--- src/rtl/conway_mode_controller_pkg.sv ---
// conway_mode_controller_pkg: command/state encodings and counter sizing shared by the mode controller
package conway_mode_controller_pkg;

    typedef enum logic [1:0] {CMD_NOP, CMD_LOAD, CMD_RUN, CMD_OUTPUT} cmd_e;

    typedef enum logic [1:0] {ST_IDLE, ST_LOAD, ST_RUN, ST_OUTPUT} state_e;

    function automatic int cnt_width(input int data_size, input int gen_width);
        return ($clog2(data_size + 1) > gen_width) ? $clog2(data_size + 1) : gen_width;
    endfunction

endpackage

--- src/rtl/conway_mode_controller.sv ---
// conway_mode_controller: sequences load/run/output modes of the system memory from host commands
module conway_mode_controller
    import conway_mode_controller_pkg::*;
#(
    parameter int DATA_SIZE = 25,
    parameter int GEN_WIDTH = 8
) (
    input  logic                 clk,
    input  logic                 rst_n,
    input  logic [1:0]           cmd,
    input  logic                 cmd_valid,
    output logic                 cmd_ready,
    input  logic [GEN_WIDTH-1:0] generations,
    input  logic                 abort,
    input  logic                 load_data,
    input  logic                 load_valid,
    output logic                 load_ready,
    output logic                 out_data,
    output logic                 out_valid,
    input  logic                 out_ready,
    output logic                 load_mode,
    output logic                 run_mode,
    output logic                 output_mode,
    output logic                 serial_in,
    input  logic                 serial_out,
    output logic                 done,
    output logic                 busy
);

    localparam int CW = cnt_width(DATA_SIZE, GEN_WIDTH);

    state_e        state;
    logic [CW-1:0] cnt;

    // Handshakes and memory modes decode straight from state so the memory sees them in the same cycle;
    // abort kills every mode immediately since the FSM leaves on the coming edge anyway.
    assign cmd_ready   = state == ST_IDLE;
    assign busy        = state != ST_IDLE;
    assign load_ready  = state == ST_LOAD && !abort;
    assign load_mode   = load_ready && load_valid;
    assign serial_in   = state == ST_LOAD && load_data;
    assign run_mode    = state == ST_RUN && !abort;
    assign output_mode = state == ST_OUTPUT && !abort && cnt != '0 && (!out_valid || out_ready);
    assign out_data    = out_valid && serial_out;

    // Command FSM with the shared down-counter; the memory only shifts on output_mode, so a held
    // out_valid keeps serial_out stable until the host takes it.
    always_ff @(posedge clk or negedge rst_n) begin
        if (!rst_n) begin
            state     <= ST_IDLE;
            cnt       <= '0;
            out_valid <= 1'b0;
            done      <= 1'b0;
        end else if (abort && state != ST_IDLE) begin
            state     <= ST_IDLE;
            cnt       <= '0;
            out_valid <= 1'b0;
            done      <= 1'b0;
        end else begin
            done <= 1'b0;
            case (state)
                ST_IDLE: begin
                    if (cmd_valid) begin
                        case (cmd_e'(cmd))
                            CMD_LOAD: begin
                                state <= ST_LOAD;
                                cnt   <= CW'(DATA_SIZE);
                            end
                            CMD_OUTPUT: begin
                                state <= ST_OUTPUT;
                                cnt   <= CW'(DATA_SIZE);
                            end
                            CMD_RUN: begin
                                if (generations != '0) begin
                                    state <= ST_RUN;
                                    cnt   <= CW'(generations);
                                end else begin
                                    done <= 1'b1;
                                end
                            end
                            default: ;
                        endcase
                    end
                end
                ST_LOAD: begin
                    if (load_valid) begin
                        cnt <= cnt - CW'(1);
                        if (cnt == CW'(1)) begin
                            state <= ST_IDLE;
                            done  <= 1'b1;
                        end
                    end
                end
                ST_RUN: begin
                    cnt <= cnt - CW'(1);
                    if (cnt == CW'(1)) begin
                        state <= ST_IDLE;
                        done  <= 1'b1;
                    end
                end
                ST_OUTPUT: begin
                    if (output_mode) begin
                        cnt       <= cnt - CW'(1);
                        out_valid <= 1'b1;
                    end else if (cnt == '0 && out_valid && out_ready) begin
                        state     <= ST_IDLE;
                        out_valid <= 1'b0;
                        done      <= 1'b1;
                    end else if (out_ready) begin
                        out_valid <= 1'b0;
                    end
                end
                default: state <= ST_IDLE;
            endcase
        end
    end

endmodule

--- config.mk ---
export PLATFORM = sky130hd
export DESIGN_NAME = conway_mode_controller
export DESIGN_NICKNAME = d
export VERILOG_FILES = /design/src/rtl/conway_mode_controller_pkg.sv /design/src/rtl/conway_mode_controller.sv
export SDC_FILE = /design/constraint.sdc
export NUM_CORES = 1
export LEC_CHECK = 0
export CAP_MARGIN = 5
export CELL_PAD_IN_SITES_DETAIL_PLACEMENT = 0
export CELL_PAD_IN_SITES_GLOBAL_PLACEMENT = 1
export CORE_MARGIN = 1.5
export CORE_UTILIZATION = 32
export CTS_CLUSTER_SIZE = 12
export DETAILED_ROUTE_END_ITERATION = 8
export PLACE_DENSITY_LB_ADDON = 0.1
export REMOVE_ABC_BUFFERS = 1
export SLEW_MARGIN = 20
export SYNTH_ARGS = -nofsm -noshare
export SYNTH_HDL_FRONTEND = slang
export SYNTH_SLANG_ARGS = --single-unit
--- constraint.sdc ---
create_clock -name clk -period 1.95 [get_ports clk]
set_input_delay 0.2925 -clock clk [delete_from_list [all_inputs] [get_ports clk]]
set_output_delay 0.2925 -clock clk [all_outputs]
set_load 0.005 [all_outputs]
==> results of run 1 <==
synth_stat cells (all sizes together), types with 2 or more instances:
cell type | n | area [sq um]
mux2i | 3 | 30.03
nand2b | 5 | 31.28
nand4 | 3 | 18.77
o21ai | 11 | 55.05
and2 | 4 | 25.02
inv | 9 | 33.78
nor4 | 5 | 46.29
dfrtp | 12 | 300.3
buf | 4 | 47.54
nor3 | 6 | 35.03
nand3 | 6 | 30.03
nor2 | 8 | 30.03
clkbuf | 2 | 7.510
nand2 | 11 | 41.29
nor2b | 4 | 25.02
ha | 10 | 125.1
a21oi | 8 | 47.55
sequential cells by signal (all words and copies together), names as in the netlist:
register   count
cnt            8
out_valid      1
done           1
state          2
worst max path at each step:
stage	startpoint	end	slack [ns]	cells after the start
after floorplan	state[0]$_DFFE_PN0P_	cnt[4]$_DFFE_PN0P_	-0.20	7
after global placement	cmd[0]	cnt[4]$_DFFE_PN0P_	-0.14	8
after detailed placement	cmd[0]	cnt[4]$_DFFE_PN0P_	-0.18	8
after CTS	cnt[1]$_DFFE_PN0P_	output_mode	-0.04	6
after global routing	cnt[1]$_DFFE_PN0P_	cnt[4]$_DFFE_PN0P_	-0.05	10
final	cnt[1]$_DFFE_PN0P_	cnt[4]$_DFFE_PN0P_	0.08	10
timing repair:
action	in CTS	in global routing
pin swaps	2	6
gates cloned	0	0
hold endpoints to repair	0	0
buffers inserted	4	4
resized for setup	12	20
setup endpoints to repair	9	15
layout make-up:
type                            count  share of cell area
Clock buffer                        4             0.02082
Inverter                            9             0.01938
Tap cell                           44             0.03159
Timing Repair Buffer               60              0.3058
Multi-Input combinational cell    100              0.4501
Sequential cell                    12              0.1723
power groups by stage:
stage / registers, mW / logic, mW / clock network [mW]
final: 0.483 / 1.58 / 0.220
after global routing: 0.500 / 1.74 / 0.236
after CTS: 0.475 / 1.46 / 0.221
after detailed placement: 0.482 / 1.35 / 0
after global placement: 0.476 / 1.33 / 0
after floorplan: 0.469 / 0.704 / 0
metrics by stage:
| step | setup TNS (ns) | instances | hold WS (ns) | area (sq um) |
|---|---|---|---|---|
| 2_1_floorplan | -1.116 | 121 | -0.003091 | 1027 |
| 3_3_place_gp | -0.9187 | 217 | 0.6004 | 1553 |
| 3_5_place_dp | -1.538 | 217 | 0.6282 | 1553 |
| 4_1_cts | -0.09543 | 225 | 0.4220 | 1649 |
| 5_1_grt | -0.07745 | 229 | 0.4366 | 1743 |
| 6_report | 0 | 229 | 0.3880 | 1743 |
per-layer routing:
| layer | wire, um | track usage | vias to the layer above | share of wire |
|---|---|---|---|---|
| met4 | 45 | 0.05280 | 0 | 0.014 |
| li1 | - | - | 573 | - |
| met2 | 1551 | 0.3024 | 25 | 0.49 |
| met1 | 1445 | 0.2379 | 552 | 0.45 |
| met3 | 152 | 0.05672 | 7 | 0.048 |
| met5 | 0 | 0 | - | 0 |
placed cells by master (no fill, tap or decap), drive strengths merged, types with 3 or more instances in the layout:
cell type,n
dfrtp,12
nand4,3
o21ai,11
and2,4
nor2,8
buf,33
nor4,5
clkdlybuf4s50,20
clkbuf,6
nor2b,4
nor3,6
a21oi,8
nand3,6
inv,9
nand2b,5
dlymetal6s2s,4
mux2i,3
nand2,11
ha,10
cells by family (layout without fill, tap and decap cells):
family	after synthesis	after routing	share of synthesized area
and+or+nand+nor	58	58	0.3168
AOI/OAI and AO/OA	29	29	0.1804
buffers and inverters	15	73	0.08208
DFF	12	12	0.2775
adders and majority gates	10	10	0.1156
muxes	3	3	0.02775
==> results.md, run 1 <==
* Layout cells sized above 1 at 0.3351
* Asr flop ratio synth at 1.000
* Clock Power Share at 0.096
* HP Class: in -> async
* DRC Markers at 0
* Pin count of the biggest net entering global routing at 17
* Combinational group share of total power at 0.692
* Peak supply drop at 540.7 uV
* Port bufs at 27
* CP max stage delay at a little over 0.4 ns
* Skew final at 0.001729 ns
* Critical-path cell list: inv_2 -> ha_4 -> nor3b_4 -> a21oi_2 -> buf_4 -> a21oi_2 -> nand4bb_4 -> buf_12 -> mux2i_1 -> nand2_1
* CP arrival at approximately 2 ns
* Worst-path clk slew at approximately 0.090 ns
* CTS buffer count at 3
* Number of max-cap violations at 0
* Pwr Total at 2.285 mW
* Antenna violation net count after detailed routing at 0
* Sw frac at 0.4151
* Root Buffer: clkbuf_4
* Drt initial violations at 37
* Seq. cell area at 300.3 sq um
* Total Routing Usage GR at 0.1859
* PwrDens at about 1300 nW/um^2
* Final core utilization at 0.5572
* Post-synthesis register bit count at 12
* Slowest stage cell, crit path: dfrtp_1
* Syn_area_per_cell at 8.522 sq um
* Reg2Reg Depth at 10
* Clock Path Buffers at 2
* WL per Instance at 13.95 um
* Die area at around 3700 sq um
* Period Utilization, post-route at 0.9602
* # hold bufs at CTS at 0
* R2r startpoint: cnt[1]$_DFFE_PN0P_
* Worst R2R Setup Slack at roughly 0.078 ns
* Critical R2R Capture: cnt[4]$_DFFE_PN0P_
* Vias per Instance at 5.052
* EDFF count, synth at 0
* Synth-to-Final Area Change at 61.04%
* CP top delay family: simple AND/OR/NAND/NOR gates
* Fillers at a little over 300
* Final Hold Vio Count at 0
* Number of global-route vias before repair at 1112
* Distinct cells, synth at 39
* IO Pins at 28
* RePlAce Congestion at 0.7699
* Die Span X at 61.16 um
* Worst Path Required at 2.14 ns
* Critical path buffers and inverters at 3
* Nets at roughly 210
* Antenna diodes at 0
* Dpl ws at -0.1806 ns
* Crit end category: flip-flop
* Critical path type: reg -> reg
* First-pass GRT wire length at 5043 um
* Least-Margin Pin Slew at 0.6412 ns
* Post-Route WL at 3194 um
* Initial core utilization at 0.3460
* Die H at 61.16 um
* Setup slack after layout at 0.07753 ns
* Total number of vias at 1157
* GR Overflow Total at 0
* Initial antenna violation count at 0
* Critical path launch point type: flip-flop
* Fmax at 534.1 MHz
* Post-Syn Area at approximately 1100 sq um
* Num rows at 20
* Post-synthesis cell count at roughly 130
* CP dominant cell by count: a21oi_2
* Status: completed
* Slew Viols, Final at 0
* CP Max Fanout at 16
* Final Setup Violations at 0
* Warnings, synthesis at 0
* Seq pwr share at 0.212
* Synth Flop Type: dfrtp_1
* Clk_lat worst skew at 0.29 ns
* Min Tclk post-route at ~1.9 ns
* P_sw at 0.9486 mW
* Core Region at ~3100 sq um
* Power Internal at 1.337 mW
* Worst relative slew slack at 0.5712
* Unrepaired setup endpoints after global routing: yes
* Leakage at 0.7905 nW
* Router iterations before antenna repair at 4
* Dpl hpwl at 2433 um
* H-tree depth at 1
* Footprint of the multi-input gates at 784.5 sq um
* CTS tree: yes
* Sequential fraction of the synthesis area at 0.2775
* # clock sinks at 12
Note: power is estimated with default switching activity, not from simulation.
==> run 2: changes to the inputs <==
--- a/config.mk
+++ b/config.mk
@@ -6,10 +6,8 @@
 export NUM_CORES = 1
 export LEC_CHECK = 0
 export CAP_MARGIN = 5
-export CELL_PAD_IN_SITES_DETAIL_PLACEMENT = 0
-export CELL_PAD_IN_SITES_GLOBAL_PLACEMENT = 1
 export CORE_MARGIN = 1.5
-export CORE_UTILIZATION = 32
+export CORE_UTILIZATION = 44
 export CTS_CLUSTER_SIZE = 12
 export DETAILED_ROUTE_END_ITERATION = 8
 export PLACE_DENSITY_LB_ADDON = 0.1
==> results.md, run 2 (synthesis gave the netlist of run 1 again) <==
* Min Tclk post-route at roughly 1.9 ns
* CP Max Fanout at 8
* Initial antenna violation count at 0
* PwrDens at 1324 nW/um^2
* Setup slack after layout at between 0.05 and 0.06 ns
* Final Setup Violations at 0
* Combinational group share of total power at 0.715
* Critical path type: reg -> reg
* Drt initial violations at 31
* Sw frac at 0.4297
* Pwr Total at 2.283 mW
* HP Class: in -> async
* Total Routing Usage GR at 0.2631
* Reg2Reg Depth at 8
* Least-Margin Pin Slew at 0.6273 ns
* CP arrival at 2.07 ns
* Peak supply drop at 984.4 uV
* First-pass GRT wire length at between 5000 and 6000 um
* Origin of the worst setup path: state[1]$_DFFE_PN0P_
* Clock Path Buffers at 2
* Dpl hpwl at between 2000 and 2500 um
* Die H at 52.60 um
* Top flop regs: cnt x8, state x2
* Worst Path Required at between 2 and 2.5 ns
* Most frequent cells in the layout: buf_4 (34), clkdlybuf4s50_1 (20), nand2_1 (11), dfrtp_1 (11)
* Top reg by flops: cnt
* Worst relative slew slack at 0.5805
* Die Span X at 52.60 um
* Crit end category: flip-flop
* Dpl ws at -0.1711 ns
* Final Hold Vio Count at 0
* CP max stage delay at 0.41 ns
* # clock sinks at 12
* Leakage at 0.7674 nW
* Layout cells sized above 1 at 0.3387
* Skew final at 0.01014 ns
* Number of max-cap violations at 0
* H-tree depth at 1
* P_sw at around 0.98 mW
* Slew Viols, Final at 0
* Critical-path cell list: inv_2 -> ha_4 -> inv_1 -> o41ai_1 -> nand4bb_4 -> buf_6 -> mux2i_1 -> nand2_1
* CP top delay family: flip-flops
* Router iterations before antenna repair at 5
* Number of global-route vias before repair at approximately 1100
* Num rows at 17
* Synth-to-Final Area Change at 59.31%
* Critical path depth in cells at 8
* Nets at 216
* Fmax at 526.8 MHz
* CTS buffer count at 3
* # hold bufs at CTS at 0
* Port bufs at 27
* Root Buffer: clkbuf_4
* Worst-path clk slew at 0.09 ns
* Die area at 2766 sq um
* Pin count of the biggest net entering global routing at 13
* Fillers at between 150 and 200
* RePlAce Congestion at 0.8744
* Period Utilization, post-route at 0.9734
* Antenna diodes at 0
* Antenna violation net count after detailed routing at 0
* Clock Power Share at 0.071
* WL per Instance at 15.71 um
* Seq pwr share at 0.214
* Total number of vias at about 1200
* Slowest stage cell, crit path: dfrtp_1
* GR Overflow Total at 0
* Status: completed
* Commonest non-fill, non-tap cell in the layout: buf_4
* CTS tree: yes
* Power Internal at 1.302 mW
* Vias per Instance at ~5.7
* Max FFs per register at 8
* Critical path launch point type: flip-flop
* Post-Route WL at 3362 um
* Critical path buffers and inverters at 3
* Clk_lat worst skew at 0.28 ns
* IO Pins at 28
* R2r startpoint: state[1]$_DFFE_PN0P_
* DRC Markers at 0
* Initial core utilization at 0.4755
* Core Region at 2276 sq um
## run 2: changes by cell type in the layout (fill, tap and decap cells not counted), sizes merged
cell / delta
dlymetal6s2s: -1
clkbuf: -3
dlygate4sd2: +2
clkdlybuf4s15: +1
buf: +2
## run 2: area by class of cell
type,instances,area [sq um],share of cell area
well taps,28,35.03,0.02032
flip-flops and latches,12,301.5,0.1749
multi-input cells,100,790.8,0.4586
repair buffers,62,540.5,0.3135
clock buffers,3,22.52,0.01306
inverters,9,33.78,0.01959
## run 2: layer usage
layer  routed length [um]  share of wire  GRT usage
met1                 1522           0.45     0.3649
met2                 1654           0.49     0.4208
met3                  145          0.043    0.03429
met4                   40          0.012    0.08120
met5                    0              0          0
## run 2: per-stage QoR
step           hold slack [ns]  TNS (ns)    util  cell area, sq um  std cells
2_1_floorplan        -0.003091    -1.116       -              1027        121
3_3_place_gp            0.5938   -0.9050  0.6679              1520        201
3_5_place_dp            0.6195    -1.240  0.6679              1520        201
4_1_cts                 0.4010  -0.01676  0.7097              1615        210
5_1_grt                 0.4316   -0.1431  0.7576              1724        214
6_report                0.3917         0  0.7576              1724        214
## run 2: power by group through the flow
| stage | clock network [mW] | registers (mW) | logic (mW) |
|---|---|---|---|
| floorplan | 0 | 0.469 | 0.704 |
| global placement | 0 | 0.473 | 1.26 |
| detailed placement | 0 | 0.487 | 1.28 |
| CTS | 0.165 | 0.481 | 1.41 |
| global route | 0.174 | 0.504 | 1.76 |
| finish | 0.161 | 0.489 | 1.63 |
## run 2: final timing paths
kind	endpoint	slack [ns]
worst max-delay path	cnt[4]$_DFFE_PN0P_	0.05
min in group clk	state[0]$_DFFE_PN0P_	0.64
max in group asynchronous	cnt[6]$_DFFE_PN0P_	1.10
worst min register to register	cnt[3]$_DFFE_PN0P_	0.65
worst max register to register	cnt[4]$_DFFE_PN0P_	0.05
worst min-delay path	out_valid$_DFFE_PN0P_	0.39
## run 2: timing repair
| action | CTS | global route |
|---|---|---|
| buffers inserted | 6 | 4 |
| endpoints found under the setup margin | 8 | 12 |
| resized for setup | 12 | 19 |
| endpoints found under the hold margin | 0 | 0 |
| pin swaps | 1 | 7 |
